## src/rtl/seq_det_ctrl_pkg.sv

```systemverilog
// seq_det_ctrl shared types: FSM state encoding, default word width
// and an index-width helper.
package seq_det_ctrl_pkg;

    typedef enum logic [2:0] {
        IDLE,
        CLR,
        SHIFT,
        DRAIN,
        DONE
    } state_e;

    localparam int WORD_W_DEF = 16;

    function automatic int idx_w(input int n);
        return (n > 1) ? $clog2(n) : 1;
    endfunction

endpackage

```

## src/rtl/seq_piso.sv

```systemverilog
// Parallel-load, LSB-first shift register; cur_bit is the bit
// currently presented to the detector.
module seq_piso
    import seq_det_ctrl_pkg::*;
#(
    parameter int WIDTH = WORD_W_DEF
) (
    input  logic             clk_i,
    input  logic             res_i,
    input  logic             load_en,
    input  logic             shift_en,
    input  logic [WIDTH-1:0] data,
    output logic             cur_bit
);

    logic [WIDTH-1:0] sr;

    always_ff @(posedge clk_i) begin
        if (res_i) begin
            sr <= '0;
        end else if (load_en) begin
            sr <= data;
        end else if (shift_en) begin
            sr <= sr >> 1;
        end
    end

    assign cur_bit = sr[0];

endmodule

```

## src/rtl/seq_det_ctrl.sv

```systemverilog
// Word sequencer for a serial sequence detector: clears it, shifts a word
// in LSB first and maps detections. SEQ_DET_CTRL_CONT_EN: continuous mode.
module seq_det_ctrl
    import seq_det_ctrl_pkg::*;
#(
    parameter int WORD_W  = WORD_W_DEF,
    parameter int CNT_W   = $clog2(WORD_W + 1),
    parameter int CLR_CYC = 1
) (
    input  logic              clk_i,
    input  logic              res_i,
    input  logic [WORD_W-1:0] word_i,
    input  logic              word_valid_i,
    output logic              word_ready_o,
    input  logic              abort_i,
    output logic              det_w_o,
    output logic              det_res_no,
    input  logic              det_z_i,
    output logic [WORD_W-1:0] hit_map_o,
    output logic [CNT_W-1:0]  hit_cnt_o,
    output logic              busy_o,
    output logic              done_o
);

    localparam int IDX_W = idx_w(WORD_W);
    localparam int CLR_W = idx_w(CLR_CYC);
    localparam logic [IDX_W-1:0] K_LAST = IDX_W'(WORD_W - 1);
    localparam logic [CLR_W-1:0] C_LAST = CLR_W'(CLR_CYC - 1);

    state_e           state;
    logic [IDX_W-1:0] k;
    logic [CLR_W-1:0] clr_cnt;
    logic             abort_q;
    logic             load_en;
    logic             shift_en;
    logic             piso_bit;

    assign load_en    = word_valid_i & word_ready_o;
    assign shift_en   = (state == SHIFT) & ~abort_i;
    assign det_w_o    = (state == SHIFT) & piso_bit;
    assign det_res_no = ~(res_i | (state == CLR));

    seq_piso #(
        .WIDTH(WORD_W)
    ) u_piso (
        .clk_i   (clk_i),
        .res_i   (res_i),
        .load_en (load_en),
        .shift_en(shift_en),
        .data    (word_i),
        .cur_bit (piso_bit)
    );

    always_ff @(posedge clk_i) begin
        if (res_i) begin
            state        <= IDLE;
            k            <= '0;
            clr_cnt      <= '0;
            abort_q      <= 1'b0;
            word_ready_o <= 1'b1;
            busy_o       <= 1'b0;
            done_o       <= 1'b0;
            hit_map_o    <= '0;
            hit_cnt_o    <= '0;
        end else begin
            done_o <= 1'b0;
            unique case (state)
                IDLE: begin
                    if (load_en) begin
                        state        <= CLR;
                        clr_cnt      <= '0;
                        word_ready_o <= 1'b0;
                        busy_o       <= 1'b1;
                        hit_map_o    <= '0;
                        hit_cnt_o    <= '0;
                    end
                end
                CLR: begin
                    if (clr_cnt == C_LAST) begin
                        if (abort_q) begin
                            state        <= IDLE;
                            abort_q      <= 1'b0;
                            word_ready_o <= 1'b1;
                            busy_o       <= 1'b0;
                        end else begin
                            state <= SHIFT;
                            k     <= '0;
                        end
                    end else begin
                        clr_cnt <= clr_cnt + CLR_W'(1);
                    end
                end
                SHIFT, DRAIN: begin
                    if (abort_i) begin
                        state     <= CLR;
                        clr_cnt   <= '0;
                        abort_q   <= 1'b1;
                        hit_map_o <= '0;
                        hit_cnt_o <= '0;
                    end else if (state == SHIFT) begin
                        // z seen now answers the bit shifted last cycle
                        if (k != '0) begin
                            hit_map_o[k - IDX_W'(1)] <= det_z_i;
                            hit_cnt_o <= hit_cnt_o + CNT_W'(det_z_i);
                        end
                        if (k == K_LAST) begin
                            state <= DRAIN;
                        end else begin
                            k <= k + IDX_W'(1);
                        end
                    end else begin
                        hit_map_o[WORD_W-1] <= det_z_i;
                        hit_cnt_o <= hit_cnt_o + CNT_W'(det_z_i);
                        state     <= DONE;
                        done_o    <= 1'b1;
`ifdef SEQ_DET_CTRL_CONT_EN
                        word_ready_o <= 1'b1;
`endif
                    end
                end
                DONE: begin
`ifdef SEQ_DET_CTRL_CONT_EN
                    // detector is left running across the word boundary
                    if (word_valid_i) begin
                        state        <= SHIFT;
                        k            <= '0;
                        word_ready_o <= 1'b0;
                        hit_map_o    <= '0;
                        hit_cnt_o    <= '0;
                    end else begin
                        state  <= IDLE;
                        busy_o <= 1'b0;
                    end
`else
                    state        <= IDLE;
                    word_ready_o <= 1'b1;
                    busy_o       <= 1'b0;
`endif
                end
                default: begin
                    state <= IDLE;
                end
            endcase
        end
    end

endmodule
```

## config.mk

```make
export PLATFORM = sky130hd
export DESIGN_NAME = seq_det_ctrl
export DESIGN_NICKNAME = d
export VERILOG_FILES = /design/src/rtl/seq_det_ctrl_pkg.sv /design/src/rtl/seq_piso.sv /design/src/rtl/seq_det_ctrl.sv
export SDC_FILE = /design/constraint.sdc
export NUM_CORES = 1
export LEC_CHECK = 0
export ABC_AREA = 1
export ABC_CLOCK_PERIOD_IN_PS = 4400
export BUFFER_PORTS_ARGS = -buffer_cell sky130_fd_sc_hd__buf_2
export CORE_MARGIN = 2
export CORE_UTILIZATION = 35
export CTS_CLUSTER_SIZE = 40
export DETAILED_ROUTE_END_ITERATION = 8
export GPL_ROUTABILITY_DRIVEN = 0
export PLACE_DENSITY = 0.53
export SLEW_MARGIN = 0
export SYNTH_ARGS = -nofsm -noshare
export SYNTH_HDL_FRONTEND = slang
export SYNTH_HIERARCHICAL = 1
export SYNTH_SLANG_ARGS = --single-unit
```

## constraint.sdc

```tcl
create_clock -name clk_i -period 4.4 [get_ports clk_i]
set_clock_uncertainty 0.15 [all_clocks]
set_input_delay 0.44 -clock clk_i [delete_from_list [all_inputs] [get_ports clk_i]]
set_output_delay 0.44 -clock clk_i [all_outputs]
set_load 0.02 [all_outputs]
```

---- Word-level counts from Yosys, hierarchy flattened ----
Index checks and enable logic that the tools add are counted.
operators by class
  add/subtract/negate cells ............... 4
  order comparisons ....................... 2
  eq/ne operators ......................... 17
  multiplexer cells ....................... 44
  bitwise gates (word level) .............. 7
  reduce and logical (&&, ||, !) cells .... 17
operator list
  operator                                                                       number
  16-bit two-way mux                                                             5
  16-bit case mux with 2 select lines                                            1
  4-bit two-way mux                                                              5
  5-bit two-way mux                                                              4
  16-bit bitwise mux                                                             1
  2-bit inequality test (second input constant)                                  8
  15-bit two-way mux                                                             1
  3-bit two-way mux                                                              5
  1-bit two-way mux                                                              13
  3-bit AND reduction                                                            4
  5-bit case mux with 2 select lines                                             1
  1-bit case mux with 3 select lines                                             3
  3-bit case mux with 3 select lines                                             1
  4-bit inequality test (second input constant)                                  2
  4-bit case mux with 2 select lines                                             1
  4-bit AND reduction                                                            2
  3-bit by 2-bit equality test with 1-bit output (second input constant)         2
  3-bit inequality test (second input constant)                                  2
  6-bit AND reduction                                                            1
  2-bit nonzero test                                                             3
  3-bit nonzero test                                                             2
  5-bit by 1-bit adder with 5-bit output                                         1
  4-bit by 5-bit less-than comparator with 1-bit output (second input constant)  1
  4-bit by 1-bit adder with 4-bit output (second input constant)                 1
  other kinds (17)                                                               21
word-level totals
  bits in registers ....................... 49
  bits of input ports ..................... 21
  output and inout bits ................... 26
  logic and storage cells ................. 102

---- Depth between registers and ports, before layout ----
Gate-level depths: netlist of run 1.
  word-level depth ........................ 10
  mapped depth ............................ 11
  mapped depth without buffers ............ 11

---- By module ----
The synthesis of run 1 kept the hierarchy.
by module, submodules not included
  module        instances  cells an instance  area each (um^2)
  seq_det_ctrl  1          276                1831.8
  seq_piso      1          132                873.3

---- Worst setup path after synthesis of run 1 ----
No wires, ideal clock.
  path kind ............................... register to register
  from .................................... register k[0]
  to ...................................... register hit_map_o[10]
  setup time .............................. 0.118 ns
  data arrival time ....................... 1.410 ns
  data required time ...................... 4.132 ns
  setup slack ............................. 2.722 ns
  stages on the path, launching flop included .. 10
  path buffers ............................ 1
  clock period less this slack ............ 1.678 ns
  cell sequence ........................... dfxtp_1 -> inv_1 -> ha_1 -> nand4_1 -> nand2_2 -> nor2_4 -> buf_6 -> nand2_1 -> nand2_1 -> a21oi_2
between the ends
  longest elaborated chain between the ends .. 10
  elaborated cells between the ends (all ways) .. 14
  classes of those cells .................. add/sub: 1; order compare: 2; eq/ne: 1; mux: 7; reduce/logical: 3
RTL lines
  what                                                                                                                                           line                 source
  from (decl)                                                                                                                                    seq_det_ctrl.sv:31   logic [IDX_W-1:0] k;
  from (signal assigned)                                                                                                                         seq_det_ctrl.sv:109  k <= k + IDX_W'(1);
  4-bit by 1-bit subtractor with 4-bit output                                                                                                    seq_det_ctrl.sv:103  hit_map_o[k - IDX_W'(1)] <= det_z_i;
  4-bit by 5-bit less-than comparator with 1-bit output (implied by the code) or 4-bit by 1-bit >= comparator with 1-bit output (tied branches)  seq_det_ctrl.sv:103
  1-bit logical AND (implied by the code)                                                                                                        seq_det_ctrl.sv:103
  1-bit two-way mux (implied by the code)                                                                                                        seq_det_ctrl.sv:103
  1-bit demux with 4-bit select                                                                                                                  seq_det_ctrl.sv:103
  16-bit bitwise mux                                                                                                                             seq_det_ctrl.sv:103
  16-bit two-way mux                                                                                                                             seq_det_ctrl.sv:102  if (k != '0) begin
  15-bit two-way mux                                                                                                                             seq_det_ctrl.sv:100  end else if (state == SHIFT) begin
  16-bit two-way mux                                                                                                                             seq_det_ctrl.sv:94   if (abort_i) begin
  16-bit case mux with 2 select lines                                                                                                            seq_det_ctrl.sv:67   unique case (state)
  to (signal, indexed assignment)                                                                                                                seq_det_ctrl.sv:103
  to (signal, indexed assignment)                                                                                                                seq_det_ctrl.sv:112  hit_map_o[WORD_W-1] <= det_z_i;
  to (decl)                                                                                                                                      seq_det_ctrl.sv:19   output logic [WORD_W-1:0] hit_map_o,
Several ways; a longest one is shown, not always the timed one. The select of a mux whose other input is x is not followed.
A chain may end at the register's enable or synchronous reset.

---- Worst setup path in the final report of run 1 ----
  from .................................... register word_ready_o
  to ...................................... register hit_map_o[14]
between the ends
  longest elaborated chain between the ends .. 3
RTL lines
  what                                    line                source
  from (decl)                             seq_det_ctrl.sv:14  output logic word_ready_o,
  from (signal assigned)                  seq_det_ctrl.sv:60  word_ready_o <= 1'b1;
  from (signal assigned)                  seq_det_ctrl.sv:72  word_ready_o <= 1'b0;
  from (signal assigned)                  seq_det_ctrl.sv:83  word_ready_o <= 1'b1;
  1-bit AND                               seq_det_ctrl.sv:38  assign load_en = word_valid_i & word_ready_o;
  net load_en                             seq_det_ctrl.sv:34  logic load_en;
  2-bit inequality test (no source line)  -
  4-bit AND reduction (no source line)    -
The timed path passes the listed nets, and every way through them passes these cells.

==> results of run 1 <==
## worst max-delay path, delay by kind of cell, from the launching register on
kind,cells,cell delay (ns)
and+or+nand+nor,4,0.79
buffers and inverters,1,0.60
DFF,1,0.35
AOI/OAI and AO/OA,2,0.24
## final timing paths
| kind | startpoint | end |
|---|---|---|
| min reg2reg | hit_map_o[0]$_SDFFE_PP0P_ | hit_map_o[0]$_SDFFE_PP0P_ |
| max | word_ready_o$_SDFFE_PP1P_ | hit_map_o[14]$_SDFFE_PP0P_ |
| min | word_i[15] | u_piso/sr[15]$_SDFFE_PP0P_ |
| max reg2reg | word_ready_o$_SDFFE_PP1P_ | hit_map_o[14]$_SDFFE_PP0P_ |
## cell families after synthesis
logic type	count (synthesis)	share of synthesized area [%]
and+or+nand+nor	243	38.4
buffers and inverters	58	10.3
AOI/OAI and AO/OA	48	11.1
DFF	48	35.5
adders and majority gates	8	3.70
xor gates and xnor gates	3	0.972
## routing by layer
metal  GRT usage (%)  wire (um)  up-vias
li1                -          -     1366
met4            4.48         47        0
met5               0          0        -
met1            21.3       3240     1148
met2            26.2       2820       50
met3            2.88        271        4
## cell usage after synthesis
library cell / number / area share (%)
a211oi_1: 1 / 0.28
a21oi_1: 23 / 4.3
a21oi_2: 13 / 4.2
buf_2: 4 / 0.74
buf_4: 3 / 0.83
buf_6: 4 / 1.7
buf_8: 1 / 0.55
clkbuf_1: 1 / 0.14
clkbuf_2: 2 / 0.37
dfxtp_1: 48 / 36
ha_1: 8 / 3.7
inv_1: 41 / 5.7
inv_2: 2 / 0.28
nand2_1: 165 / 23
nand2_2: 6 / 1.4
nand3_1: 14 / 2.6
nand4_1: 18 / 4.2
nor2_1: 33 / 4.6
nor2_4: 1 / 0.42
nor2_8: 2 / 1.5
nor3_1: 3 / 0.55
nor3_2: 1 / 0.37
o211a_1: 1 / 0.37
o21ai_0: 9 / 1.7
o21ai_2: 1 / 0.32
xnor2_1: 1 / 0.32
xor2_1: 2 / 0.65
## where the power goes
part           total (mW)  switching (mW)  internal (mW)
combinational       0.333           0.232          0.101
clock               0.279           0.151          0.128
sequential          0.491          0.0256          0.466
## layout by cell type, fill, tap and decap left out, types with 2 or more instances in the layout
master / count
inv_2: 2
nand3_1: 14
clkbuf_8: 6
nor3_1: 3
buf_2: 46
nand2_1: 165
a21oi_2: 13
ha_1: 8
nor2_1: 32
nand2_2: 6
o21ai_0: 9
nand4_1: 18
nor2_8: 2
dfxtp_1: 48
xor2_1: 2
a21oi_1: 23
inv_1: 41
## state kept, by name (all words and copies together), names as in the netlist
register and cells:
busy_o 1, abort_q 1, hit_map_o 16, done_o 1, hit_cnt_o 5, k 4, u_piso/sr 16, word_ready_o 1
state 3
## layout make-up
cell class | count | area [um2]
fillers | 854 | 4560
inverters | 43 | 161
multi-input cells | 302 | 1470
clock buffers | 7 | 86.3
clock inverters | 1 | 7.51
repair buffers | 47 | 238
well taps | 102 | 128
flip-flops and latches | 48 | 961
## per-stage QoR
stage	cell area [um2]	hold WS (ns)	util, %	worst slack [ns]
6_report	3050	0.236	40.1	2.13
5_1_grt	3050	0.240	40.1	1.87
4_1_cts	3050	0.238	40.1	2.10
3_5_place_dp	2960	0.301	38.9	1.95
3_3_place_gp	2960	0.296	38.9	1.98
2_1_floorplan	2710	0.283	-	2.72
==> results.toml, run 1 <==
[sta]
post-route-period-util_pct = 51.5
finalMaxSlewViolations = 0
setup_tns_ns = 0
period_needed_ns = 2.27
tightest_slew_ns = 0.910
hold_viol_final = 0
slew_headroom_pct = 39.3
fmax_mhz = 441
setup_violations = 0
rsz0062_at_grt = "no"

[synthesis]
syn_inst = 408
ys_ff_latch = 48
ys_seq_area_share_pct = 35.5
yosysWarnings = 6
synth.distinct_cells = 27
syn_area_um2 = 2710
synth_nets = 437
syn_avg_cell_area_um2 = 6.63

[routing]
via_count = 2568
ant_nets = 0
drt_drc_violations_left = 0
dr.pass1.iters = 4
viasPerCell = 4.67
wire_per_inst_um = 11.6
wirelength_um = 6380
drt_iter0_markers = 105

[worst_hold_path]
holdPathStages = 3
hold_path.class = "input pin to register"

[global_route]
grtUsageTotal_pct = 15.9
grt_first_pass_wirelength_um = 10900
grt_pass1_vias = 2350
antenna_found_initial = 0
grt_max_degree = 41
grt-ovfl-total = 0

[pwr]
p_leak_nw = 1.44
p_total_mw = 1.10
p_per_area_nw_per_um2 = 362
irDropWorstVdd_mv = 0.161

[floorplanning]
dieWidth_um = 91.9
ios = 47
dieHeight_um = 91.9
dieArea_um2 = 8450
coreArea_um2 = 7610
start_util_pct = 35.6
rows = 32

[clock_tree]
cts_setup_buffers = 0
cts_buffer_depth = 2
path_clk_slew_ns = 0.09
clock_latency_ns = 0.30
cts_hold_buf = 0
root_buffer = "clkbuf_8"
cts.sinks = 48
htree_num_levels = 2
post_cts_resized = 0
cts_tree = "built"
cts_buffers = 5

[setup_path]
cpPeakStageDelay_ns = 0.60
cp_max_fo = 26
critical_path_required_ns = 4.42
critical_path_class = "register to register"
start_kind = "register"
crit_chain = "nand2_1, inv_1, a21oi_2, nor2_4, nand2_1, nand2_1, a21oi_1"
crit_path_top_delay_cell = "inv_1"
worst_ep_arrival_time_ns = 2.29
cp-end-kind = "register"
reg2regPathDepth = 7
cpMostUsedCell = "nand2_1"
reg2reg_slack_ns = 2.13

[finish]
syn_to_final_growth_pct = 12.8
drive_above_1_share_pct = 18.1
fin_nets = 476
instances_no_fill = 550
num_antenna_cells = 0

[flow_run]
max_cap_violations = 0

[placement]
dp_cells = 542
dp_hpwl_um = 4410
portBuffers = 46

[run_status]
outcome = "finished, final reports clean"
(Power assumes the default switching activity.)
==> inputs of run 2 (changes only) <==
Settings changed: ABC_AREA 1 to 0, ABC_CLOCK_PERIOD_IN_PS 4400 to 1900, PLACE_DENSITY 0.53 to 0.55.
Clock period 4.4 ns to 1.9 ns, I/O delays scaled along.
==> run 2 against run 1 <==
  * Routed wire length increased by 2.8%
  * Global-route usage decreased by 0.99 points
  * Setup slack got worse by 2.1 ns
  * Largest cell class unchanged
==> results.toml, run 2 <==
[synthesis]
synth.distinct_cells = 45
synth_common_cells = "48 x dfxtp_1, 22 x nand3_1, 20 x nor2b_1"
synth.most_common_cell = "dfxtp_1"
synthFlopType = "dfxtp_1"
syn_inst = 298
synth_area_leaders = "dfxtp_1 35%, mux2i_1 6.2%, a211o_1 4.8%"
syn_area_um2 = 2730
synth-edff-count = 0
yosys.area.top_type = "dfxtp_1"
ys_seq_area_share_pct = 35.3
synth_nets = 327
ys_ff_latch = 48
async_flop_share_pct = 0
syn_avg_cell_area_um2 = 9.14
yosysWarnings = 6
synth_top_area_share_pct = 35.3

[setup_path]
worst-path-buf-inv = 1
cp_max_fo = 8
cpLargestDelayFamily = "simple AND/OR/NAND/NOR gates"
start_kind = "register"
cp-end-kind = "register"
crit_chain = "inv_4, ha_4, or3b_4, a21oi_2, o21ai_2, and2_4, o211ai_1"
critical_path_required_ns = 1.98
critical_path_class = "register to register"
crit_path_top_delay_cell = "or3b_4"
worst_ep_arrival_time_ns = 1.94
cpPeakStageDelay_ns = 0.40

[routing]
viasPerCell = 5.06
via_count = 2327
wirelength_um = 6560
ant_nets = 0
drt_drc_violations_left = 0
dr.pass1.iters = 4
drt_iter0_markers = 86
wire_per_inst_um = 14.3

[finish]
layout_common_cells = "46 x dfxtp_1, 46 x buf_2, 23 x buf_4"
num_antenna_cells = 0
fill_cells = 760
design_area_um2 = 3430
fin_nets = 386
post-route-util_pct = 44.8
instances_no_fill = 460
drive_above_1_share_pct = 33.8
syn_to_final_growth_pct = 25.8
top_regs = "hit_map_o: 16 flops, u_piso/sr: 16 flops, hit_cnt_o: 5 flops"

[global_route]
grt_pass1_vias = 2186
grt_max_degree = 45
use_met2_pct = 25.4
grt_util_met3_pct = 2.63
top_usage_layer = "met2"
antenna_found_initial = 0
grt-ovfl-total = 0
grtUsageTotal_pct = 14.9
met1_usage_pct = 19.6
grt_first_pass_wirelength_um = 10300

[floorplanning]
dieWidth_um = 92.2
dieArea_um2 = 8510
rows = 32
dieHeight_um = 92.2
ios = 47
start_util_pct = 35.6
coreArea_um2 = 7650

[clock_tree]
cts.sinks = 48
clock_latency_ns = 0.31
cts_tree = "built"
path_clk_slew_ns = 0.10
root_buffer = "clkbuf_8"
cts_buffer_depth = 2
cts_buffers = 5
htree_num_levels = 2

[worst_hold_path]
hold_path.class = "input pin to register"

[sta]
tightest_slew_ns = 0.513
rsz0062_at_grt = "yes"
slew_headroom_pct = 65.7
period_needed_ns = 1.86
finalMaxSlewViolations = 0
setup_violations = 0
hold_viol_final = 0
setup_slack_ns = 0.0392
fmax_mhz = 537
post-route-period-util_pct = 97.9

[pwr]
p_per_area_nw_per_um2 = 742
irDropWorstVdd_mv = 0.333
p_leak_nw = 1.31

[placement]
postPlaceCellArea_um2 = 3170
dp_hpwl_um = 4310
post-place-ws_ns = -0.210
dp_cells = 448
portBuffers = 46

[run_status]
outcome = "finished, final reports clean"

[flow_run]
max_cap_violations = 0
## run 2: where the power goes
part	switching [mW]	internal [mW]	total, mW
Sequential	0.0342	1.06	1.09
Clock	0.362	0.431	0.793
Combinational	0.371	0.288	0.659
Total	0.768	1.78	2.54
## run 2: final timing paths
check                                 start                         to  slack (ns)  depth (start not counted)
setup / recovery          k[0]$_SDFFE_PP0P_  hit_map_o[8]$_SDFFE_PP0P_        0.04                          7
hold / removal                    word_i[7]  u_piso/sr[7]$_SDFFE_PP0P_        0.03                          3
setup reg to reg          k[0]$_SDFFE_PP0P_  hit_map_o[8]$_SDFFE_PP0P_        0.04                          7
hold reg to reg   hit_cnt_o[0]$_SDFFE_PP0P_  hit_cnt_o[0]$_SDFFE_PP0P_        0.32                          2
## run 2: logic make-up (layout without fill, tap and decap cells)
family | after synthesis | in the layout | share of synthesized area (%)
AOI/OAI and AO/OA | 84 | 84 | 24.6
muxes | 17 | 17 | 6.24
and+or+nand+nor | 109 | 110 | 22.8
xor gates and xnor gates | 3 | 3 | 0.964
adders and majority gates | 8 | 8 | 3.67
buffers and inverters | 29 | 88 | 6.47
DFF | 48 | 48 | 35.3
## run 2: metrics by stage
| step | hold slack [ns] | total power, mW | TNS (ns) |
|---|---|---|---|
| 2_1_floorplan | 0.185 | 1.51 | -0.382 |
| 3_3_place_gp | 0.310 | 1.69 | -2.75 |
| 3_5_place_dp | 0.313 | 1.69 | -2.85 |
| 4_1_cts | 0.0194 | 2.51 | -0.0244 |
| 5_1_grt | 0.0344 | 2.67 | -0.147 |
| 6_report | 0.0295 | 2.54 | 0 |
## run 2: per-layer routing
metal / vias to the layer above / routed length (um) / part of all wire [%]
li1: 1195 / - / -
met1: 1076 / 3030 / 46
met2: 47 / 3160 / 48
met3: 9 / 266 / 4.1
met4: 0 / 102 / 1.6
met5: - / 0 / 0
## run 2: final cells by class
| class | instances | area (um2) | area share (%) |
|---|---|---|---|
| clock buffer | 6 | 82.6 | 2.41 |
| multi-input combinational | 222 | 1710 | 49.8 |
| tap | 102 | 128 | 3.72 |
| inverter | 6 | 27.5 | 0.803 |
| timing repair buffer | 74 | 475 | 13.9 |
| sequential | 48 | 968 | 28.3 |
| clock inverter | 2 | 38.8 | 1.13 |
## run 2: worst reg2reg max path: stages, from the launching register on
cell      delay [ns]
dfxtp_4         0.36
inv_4           0.07
ha_4            0.14
or3b_4          0.40
a21oi_2         0.17
o21ai_2         0.10
and2_4          0.19
o211ai_1        0.20
## run 2: timing repair
action,CTS,global route
hold endpoints to repair,1,0
buffers inserted,1,2
pin swaps,1,8
cloned,0,1
resized for setup,6,18
hold buffers,1,0
endpoints found under the setup margin,16,21
